## config.mk

```make
export PLATFORM = sky130hd
export DESIGN_NAME = lc3_mem_ctrl
export DESIGN_NICKNAME = d
export VERILOG_FILES = /design/src/rtl/lc3_mem_ctrl.sv
export SDC_FILE = /design/constraint.sdc
export NUM_CORES = 1
export LEC_CHECK = 0
export CAP_MARGIN = 15
export CELL_PAD_IN_SITES_DETAIL_PLACEMENT = 1
export CELL_PAD_IN_SITES_GLOBAL_PLACEMENT = 2
export CORE_MARGIN = 2
export CORE_UTILIZATION = 23
export CTS_CLUSTER_SIZE = 28
export DETAILED_ROUTE_END_ITERATION = 6
export HOLD_SLACK_MARGIN = 0.02
export PLACE_DENSITY_LB_ADDON = 0.12
export SLEW_MARGIN = 20
export SYNTH_ARGS = -nofsm -noshare
export SYNTH_HDL_FRONTEND = slang
export SYNTH_SLANG_ARGS = --single-unit
```

## constraint.sdc

```tcl
create_clock -name clk -period 1.9 [get_ports clk]
set_clock_uncertainty 0.2 [all_clocks]
set_input_delay 0.38 -clock clk [delete_from_list [all_inputs] [get_ports clk]]
set_output_delay 0.38 -clock clk [all_outputs]
set_load 0.01 [all_outputs]
```

## src/rtl/lc3_mem_ctrl.sv

```systemverilog
// lc3_mem_ctrl
// Memory-side access controller for the LC-3 datapath. It owns MAR and MDR.
// It sequences read/write accesses with MEM_LATENCY wait states and signals
// completion on R. It also decodes the xFE00-xFFFF I/O page into the keyboard
// (KBSR/KBDR) and display (DSR/DDR) device registers.
//
// Parameters:
//   MEM_LATENCY  wait-state cycles per access, legal range 1..15
// Ports:
//   clk, reset           system clock, synchronous active-high reset
//   Buss                 datapath bus (source for MAR and MDR loads)
//   ldMAR, ldMDR         register load strobes
//   selMDR               MDR source: 0 = Buss, 1 = read data
//   memEN, rW            start an access, 1 = write / 0 = read
//   memOut               asynchronous read data from the memory array
//   MARReg, mdrOut       array address and array write data
//   memWE                array write enable (one cycle, in DONE only)
//   R                    access-complete strobe (one cycle, in DONE only)
//   kbStrobe, kbChar     keyboard character available / character
//   dispChar, dispValid  display character and write strobe
//   dispAck              display has consumed a character

module lc3_mem_ctrl #(
    parameter int MEM_LATENCY = 2
) (
    input  logic        clk,
    input  logic        reset,
    input  logic [15:0] Buss,
    input  logic        ldMAR,
    input  logic        ldMDR,
    input  logic        selMDR,
    input  logic        memEN,
    input  logic        rW,
    input  logic [15:0] memOut,
    output logic [15:0] MARReg,
    output logic [15:0] mdrOut,
    output logic        memWE,
    output logic        R,
    input  logic        kbStrobe,
    input  logic [7:0]  kbChar,
    output logic [7:0]  dispChar,
    output logic        dispValid,
    input  logic        dispAck
);

    typedef enum logic [1:0] {
        IDLE = 2'd0,
        WAIT = 2'd1,
        DONE = 2'd2
    } state_t;

    localparam logic [15:0] KBSR_ADDR = 16'hFE00;
    localparam logic [15:0] KBDR_ADDR = 16'hFE02;
    localparam logic [15:0] DSR_ADDR  = 16'hFE04;
    localparam logic [15:0] DDR_ADDR  = 16'hFE06;

    state_t      state;
    logic [3:0]  wait_cnt;
    logic        rw_lat;
    logic        kb_ready;
    logic [7:0]  kb_data;
    logic        disp_ready;

    logic        is_io;
    logic        mem_write;
    logic        ddr_write;
    logic [15:0] io_data;
    logic [15:0] read_data;

    assign is_io     = (MARReg[15:9] == 7'b1111111);
    assign mem_write = rw_lat && !is_io;
    assign ddr_write = rw_lat && (MARReg == DDR_ADDR);

    // I/O register read mux; DDR is write-only and unmapped I/O reads as zero.
    always_comb begin
        io_data = 16'h0000;
        case (MARReg)
            KBSR_ADDR: io_data = {kb_ready, 15'b0};
            KBDR_ADDR: io_data = {8'h00, kb_data};
            DSR_ADDR:  io_data = {disp_ready, 15'b0};
            default:   io_data = 16'h0000;
        endcase
    end

    assign read_data = is_io ? io_data : memOut;

    // Access FSM, MAR/MDR and device registers. memWE, R and dispValid are
    // set on the WAIT->DONE edge so they are high for exactly the DONE cycle.
    // The dispChar update happens on that same edge, so the character is
    // already valid while dispValid is high. The DSR clear and the KBSR clear
    // happen on the DONE->IDLE edge. That ordering lets a DDR write win over a
    // dispAck in the DONE cycle, and lets a kbStrobe win over a completing
    // KBDR read.
    always_ff @(posedge clk) begin
        if (reset) begin
            state      <= IDLE;
            wait_cnt   <= 4'd0;
            rw_lat     <= 1'b0;
            MARReg     <= 16'h0000;
            mdrOut     <= 16'h0000;
            memWE      <= 1'b0;
            R          <= 1'b0;
            kb_ready   <= 1'b0;
            kb_data    <= 8'h00;
            disp_ready <= 1'b1;
            dispChar   <= 8'h00;
            dispValid  <= 1'b0;
        end else begin
            memWE     <= 1'b0;
            R         <= 1'b0;
            dispValid <= 1'b0;

            // Address and write data stay frozen while an access is in flight.
            if (ldMAR && state == IDLE) begin
                MARReg <= Buss;
            end
            if (ldMDR) begin
                if (selMDR && state != WAIT) begin
                    mdrOut <= read_data;
                end else if (!selMDR && state == IDLE) begin
                    mdrOut <= Buss;
                end
            end

            if (kbStrobe) begin
                kb_data  <= kbChar;
                kb_ready <= 1'b1;
            end
            if (dispAck) begin
                disp_ready <= 1'b1;
            end

            case (state)
                IDLE: begin
                    if (memEN) begin
                        rw_lat   <= rW;
                        wait_cnt <= 4'(MEM_LATENCY - 1);
                        state    <= WAIT;
                    end
                end
                WAIT: begin
                    if (wait_cnt == 4'd0) begin
                        state     <= DONE;
                        R         <= 1'b1;
                        memWE     <= mem_write;
                        dispValid <= ddr_write;
                        if (ddr_write) begin
                            dispChar <= mdrOut[7:0];
                        end
                    end else begin
                        wait_cnt <= wait_cnt - 4'd1;
                    end
                end
                DONE: begin
                    state <= IDLE;
                    if (ddr_write) begin
                        disp_ready <= 1'b0;
                    end
                    if (!rw_lat && MARReg == KBDR_ADDR && !kbStrobe) begin
                        kb_ready <= 1'b0;
                    end
                end
                default: state <= IDLE;
            endcase
        end
    end

endmodule

```

* Word level (Yosys, flattened, before mapping)
Cells that the tools add are included.
Storage, ports and cells: output and inout bits 43, flip-flop bits (word level) 60
Cells by class: reduce and logical (&&, ||, !) cells 22, muxes and demuxes 17, eq/ne operators 11, $add $sub $neg 1, bitwise logic cells 2
Operators with widths (number):
- == test 16 bit (second input constant) | 4
- 2-to-1 mux 16 bit | 3
- one-hot mux 16 bit (3 select lines) | 1
- 2-to-1 mux 4 bit | 2
- one-hot mux 4 bit (2 select lines) | 1
- == test 7 bit (second input constant) | 1
- logical AND 1 bit | 7
- 2-to-1 mux 1 bit | 7
- inequality test 2 bit (second input constant) | 3
- AND reduction 2 bit | 3
- AND reduction 3 bit | 2
- zero test 1 bit | 4
- zero test 4 bit | 1
- 2-to-1 mux 2 bit | 2
- one-hot mux 2 bit (2 select lines) | 1
- nonzero test 2 bit | 2
- subtractor 4 x 1 -> 4 bit (second input constant) | 1
- OR reduction 3 bit | 1
- == test 2 x 1 -> 1 bit (second input constant) | 1
- == test 2 bit (second input constant) | 1
- zero test 2 bit | 1
- inequality test 2 x 1 -> 1 bit (second input constant) | 1
- NOT 1 bit | 2
- OR reduction 2 bit | 1

* Logic depth before layout (Yosys ltp)
Gate-level depths: netlist of the first run.
word-level depth 5, mapped depth 8, depth with buffers taken out 6

* Worst setup path after synthesis of the first run
No wires, ideal clock.
path type register to register, start point register wait_cnt[0], end point register dispChar[0], setup time 0.120 ns, setup slack -0.081 ns, buffers on the path 2, cell stages (with the launch flop) 9, arrival time 1.662 ns, data required time 1.580 ns, cells stage by stage dfxtp_1 inv_1 ha_1 or3b_1 buf_6 or3_4 buf_6 o21ai_1 a21oi_1
Between the ends: longest elaborated chain between the ends 2
Ends and longest elaborated chain:
- start, declared | RTL line 58 | logic [3:0] wait_cnt;
- start signal, assigned | RTL line 137 | wait_cnt <= 4'(MEM_LATENCY - 1);
- start signal, assigned | RTL line 151 | wait_cnt <= wait_cnt - 4'd1;
- zero test 4 bit | RTL line 142 | if (wait_cnt == 4'd0) begin
- AND reduction 3 bit (no line)
- end signal, assigned | RTL line 148 | dispChar <= mdrOut[7:0];
- end, declared | RTL line 41 | output logic [7:0] dispChar,
No other way between the ends. A chain may end at the register's enable or synchronous reset.

* Worst setup path after layout of the first run
start point register wait_cnt[1], end point register dispChar[0]
Same word-level chain as after synthesis.

==> report_table.html, run 1 <==
<table>
<tr><th>Metric</th><th>Value</th></tr>
<tr><th colspan="2">Outcome</th></tr>
<tr><td>Result of the run</td><td>finished, violations left</td></tr>
<tr><td>Failing checks</td><td>setup timing</td></tr>
<tr><th colspan="2">Synth</th></tr>
<tr><td>Synth Instances</td><td>294</td></tr>
<tr><td>Post-synthesis register bit count</td><td>60</td></tr>
<tr><td>Mapped Avg Cell Area</td><td>9.09 um2</td></tr>
<tr><td>YS warnings</td><td>0</td></tr>
<tr><td>Total nets after synthesis</td><td>345</td></tr>
<tr><td>Distinct cell type count of the synthesized netlist</td><td>43</td></tr>
<tr><td>Synthesized area</td><td>2670 um2</td></tr>
<tr><td>Main synth FF type</td><td>dfxtp_1</td></tr>
<tr><td>Register area share after synthesis</td><td>44.9%</td></tr>
<tr><td>Synth async-reset ratio</td><td>0%</td></tr>
<tr><td>Number of synthesized flops with an enable pin</td><td>0</td></tr>
<tr><th colspan="2">Floorplanning</th></tr>
<tr><td>Core region area</td><td>11,400 um2</td></tr>
<tr><td>Die X</td><td>112 um</td></tr>
<tr><td>Starting density of the core</td><td>23.5%</td></tr>
<tr><td>Die footprint</td><td>12,500 um2</td></tr>
<tr><td>Placement row count</td><td>39</td></tr>
<tr><td># IOs</td><td>92</td></tr>
<tr><td>Floorplan die height</td><td>112 um</td></tr>
<tr><th colspan="2">Pwr</th></tr>
<tr><td>Switching power as a share of total power</td><td>24.7%</td></tr>
<tr><td>Part of the power in registers</td><td>35.4%</td></tr>
<tr><td>Switching power</td><td>986 uW</td></tr>
<tr><td>Leakage Power</td><td>0.00168 uW</td></tr>
<tr><td>Worst supply voltage drop on vdd</td><td>0.000358 V</td></tr>
<tr><td>Clock power share</td><td>47.9%</td></tr>
<tr><td>Portion of total power attributed to combinational logic</td><td>16.7%</td></tr>
<tr><td>Internal power component</td><td>3010 uW</td></tr>
<tr><td>Power density over the cells</td><td>929 nW/um2</td></tr>
<tr><th colspan="2">GRT</th></tr>
<tr><td>Pin count of the biggest net entering global routing</td><td>29</td></tr>
<tr><td>Total global routing track utilization</td><td>14.8%</td></tr>
<tr><td>Initial antenna violation count</td><td>0</td></tr>
<tr><td>Vias in the first global route</td><td>2,658</td></tr>
<tr><td>Global-route wire length before repair</td><td>14.5 mm</td></tr>
<tr><td>Gr ovfl total</td><td>0</td></tr>
<tr><th colspan="2">STA</th></tr>
<tr><td>Fin. max-slew vios</td><td>0</td></tr>
<tr><td>Hold Vio Cnt, Final</td><td>0</td></tr>
<tr><td>Max_slew headroom</td><td>57.4%</td></tr>
<tr><td>Unrepaired setup endpoints after global routing</td><td>yes</td></tr>
<tr><td>Setup slack of the critical path after layout</td><td>-0.00678 ns</td></tr>
<tr><td>Maximum clock rate</td><td>524 MHz</td></tr>
<tr><td>Transition time of the tightest slew-check pin</td><td>0.637 ns</td></tr>
<tr><td>Period utilisation layout</td><td>100%</td></tr>
<tr><td>Setup-failing EPs final</td><td>1</td></tr>
<tr><td>Post-route minimum period</td><td>1.91 ns</td></tr>
<tr><th colspan="2">Cells and area</th></tr>
<tr><td># diodes</td><td>0</td></tr>
<tr><td>Net total in the final layout</td><td>456</td></tr>
<tr><td>Filler cell count in the final layout</td><td>1,331</td></tr>
<tr><td>Share of post-route cells with drive strength above 1</td><td>21.5%</td></tr>
<tr><td>Final Util</td><td>37.8%</td></tr>
<tr><td>Area added between synthesis and finish</td><td>60.7%</td></tr>
<tr><td>Number of standard cells in the final layout excluding fillers</td><td>553</td></tr>
<tr><th colspan="2">Worst setup path</th></tr>
<tr><td>Crit path buffers/inverters</td><td>1</td></tr>
<tr><td>Capturing element type of the critical path</td><td>register</td></tr>
<tr><td>Type of the worst setup path</td><td>reg -&gt; reg</td></tr>
<tr><td>Cell family with the largest share of critical-path delay</td><td>simple AND/OR/NAND/NOR gates</td></tr>
<tr><td>Slowest library cell on the worst path</td><td>or3_4</td></tr>
<tr><td>Crit path max fanout</td><td>8</td></tr>
<tr><td>Worst Setup Start Kind</td><td>register</td></tr>
<tr><td>Crit path cell chain</td><td>inv_2, ha_4, or3b_4, or3_4, o21ai_1, a21oi_2</td></tr>
<tr><td>CP Data Arrival Time</td><td>1.92 ns</td></tr>
<tr><td>CP required</td><td>1.91 ns</td></tr>
<tr><td>Delay of the slowest cell on the worst path</td><td>0.41 ns</td></tr>
<tr><th colspan="2">CTS</th></tr>
<tr><td>TritonCTS clock tree</td><td>done</td></tr>
<tr><td>Number of buffers created by CTS</td><td>9</td></tr>
<tr><td>CTS clock-pin slew for the worst setup and hold paths</td><td>0.06 ns</td></tr>
<tr><td>Count of H-tree levels built during CTS</td><td>3</td></tr>
<tr><td>Later-pin clock latency in the skew report</td><td>0.33 ns</td></tr>
<tr><td>Buffer cell driving the clock tree root</td><td>clkbuf_16</td></tr>
<tr><td>Number of buffers on the longest clock path</td><td>2</td></tr>
<tr><td>Clock Sink Count</td><td>60</td></tr>
<tr><th colspan="2">Drt</th></tr>
<tr><td>Starting DRT DRC Count</td><td>76</td></tr>
<tr><td>WL per Instance</td><td>16.5 um</td></tr>
<tr><td>Total wire length after detailed routing</td><td>9.12 mm</td></tr>
<tr><td>Number of nets with antenna violations after routing</td><td>0</td></tr>
<tr><td>DRC violations left</td><td>0</td></tr>
<tr><td>Vias per std cell</td><td>4.65</td></tr>
<tr><td>Via Count</td><td>2,572</td></tr>
<tr><td>Number of detailed-route iterations in the first pass</td><td>4</td></tr>
<tr><th colspan="2">Placement</th></tr>
<tr><td>Number of cells in the design after placement</td><td>535</td></tr>
<tr><td>HPWL after DPL</td><td>6.85 mm</td></tr>
<tr><td>Count of port buffers added during placement</td><td>91</td></tr>
<tr><td>Final RePlAce weighted congestion</td><td>0.678</td></tr>
<tr><th colspan="2">Min path</th></tr>
<tr><td>Class of the most critical hold timing path</td><td>in -&gt; reg</td></tr>
<tr><th colspan="2">Job</th></tr>
<tr><td>Number of maximum-capacitance violations</td><td>0</td></tr>
</table>
[through the flow]
step,worst slack [ns],power [uW],setup TNS (ns),hold slack [ns],instance area [um2]
after floorplan,-0.0690,1720,-0.552,0.237,2690
final,-0.00678,3990,-0.00678,0.259,4300
after CTS,0.00318,4050,0,0.274,4210
after detailed placement,-0.226,2100,-3.30,0.266,3860
after global routing,-0.0628,4170,-0.416,0.278,4300
after global placement,-0.199,2090,-2.73,0.258,3860
[cell families after synthesis]
logic type,share of synthesized area (%)
compound gates,16.9
flops,44.9
simple gates,25.8
fa+ha+maj,0.936
buf+inv,6.93
mux,3.79
xor+xnor,0.655
[cells in the mapped netlist, types with 4 or more instances]
cell       n  area share [%]
dfxtp_1   60              45
nand2_1   35             4.9
a21oi_1   25             4.7
nor2_1    25             3.5
nor2b_1   16             3.7
nor3_1    16             3.0
nand3_1   11             2.1
clkbuf_1  10             1.4
a32o_1     9             3.4
mux2i_1    9             3.4
o21ai_1    9             1.7
or2_2      9             2.1
a221o_1    8             3.0
a311oi_1   7             2.3
buf_6      5             2.1
clkbuf_8   4             2.1
[worst reg2reg max path: cells and delay by family (launching register included)]
| kind | cells | cell delay (ns) |
|---|---|---|
| AND/OR/NAND/NOR | 2 | 0.80 |
| flip-flops | 1 | 0.32 |
| AO/OA/AOI/OAI | 2 | 0.28 |
| adder cells (fa/ha/maj) | 1 | 0.13 |
| buffers and inverters | 1 | 0.07 |
[state kept, by name, indices dropped and copies added, names as in the netlist, 2 cells and up]
name	count
mdrOut	16
MARReg	16
kb_data	8
state	2
dispChar	8
wait_cnt	4
[area by class of cell]
| type | instances | area [um2] | share of cell area [%] |
|---|---|---|---|
| multi-input combinational | 210 | 1360 | 31.6 |
| inverter | 3 | 11.3 | 0.262 |
| clock inverter | 7 | 124 | 2.88 |
| timing repair buffer | 121 | 1190 | 27.6 |
| tap | 143 | 179 | 4.16 |
| clock buffer | 9 | 225 | 5.24 |
| sequential | 60 | 1210 | 28.2 |
[layout by cell type, fill, tap and decap left out, drive strengths merged, types with 7 or more instances in the layout]
| cell | Yosys | layout |
|---|---|---|
| nand2 | 35 | 35 |
| nor2 | 25 | 25 |
| nand3 | 11 | 11 |
| or2 | 10 | 10 |
| clkdlybuf4s50 | 0 | 82 |
| a21oi | 25 | 25 |
| buf | 7 | 31 |
| dfxtp | 60 | 60 |
| a32o | 9 | 9 |
| clkbuf | 14 | 9 |
| a311oi | 7 | 7 |
| a221o | 8 | 8 |
| nor3 | 17 | 17 |
| mux2i | 9 | 9 |
| nor2b | 16 | 16 |
| o21ai | 10 | 10 |
[path summary, 6_finish.rpt]
kind              slack (ns)  cells after the start         from           to
setup / recovery      -0.007                      6  wait_cnt[1]  dispChar[0]
hold / removal          0.26                      3        reset            R
setup reg to reg      -0.007                      6  wait_cnt[1]  dispChar[0]
hold reg to reg         0.26                      2  dispChar[2]  dispChar[2]
[timing repair]
action | 4_1_cts | 5_1_grt
gates resized for setup | 7 | 23
hold buffers | 0 | 0
setup buffers | 0 | 2
setup endpoints to repair | 18 | 28
pin swaps | 1 | 2
[power groups by stage]
stage | clock [uW] | sequential (uW) | combinational [uW]
after floorplan | 0 | 1450 | 274
after global placement | 0 | 1440 | 654
after detailed placement | 0 | 1440 | 661
after CTS | 1970 | 1410 | 663
after global routing | 2010 | 1430 | 725
final | 1910 | 1410 | 665
[routing by layer]
metal  part of all wire [%]  global-route usage (%)  routed length, um  vias to the layer above
li1                       -                       -                  -                     1275
met3                    3.7                    3.43                337                       15
met2                     48                    24.1               4370                       53
met5                      0                       0                  0                        -
met1                     47                    19.0               4270                     1229
met4                    1.6                    5.51                146                        0
No activity file was read; power rests on OpenSTA's default activity.
==> inputs of run 2 (changes only) <==
--- a/config.mk
+++ b/config.mk
@@ -10,6 +10,7 @@
 export CELL_PAD_IN_SITES_GLOBAL_PLACEMENT = 2
 export CORE_MARGIN = 2
 export CORE_UTILIZATION = 23
+export CTS_CLUSTER_DIAMETER = 200
 export CTS_CLUSTER_SIZE = 28
 export DETAILED_ROUTE_END_ITERATION = 6
 export HOLD_SLACK_MARGIN = 0.02
==> results of run 2 <==
Final layout, timing and power as in run 1 (identical DEF).
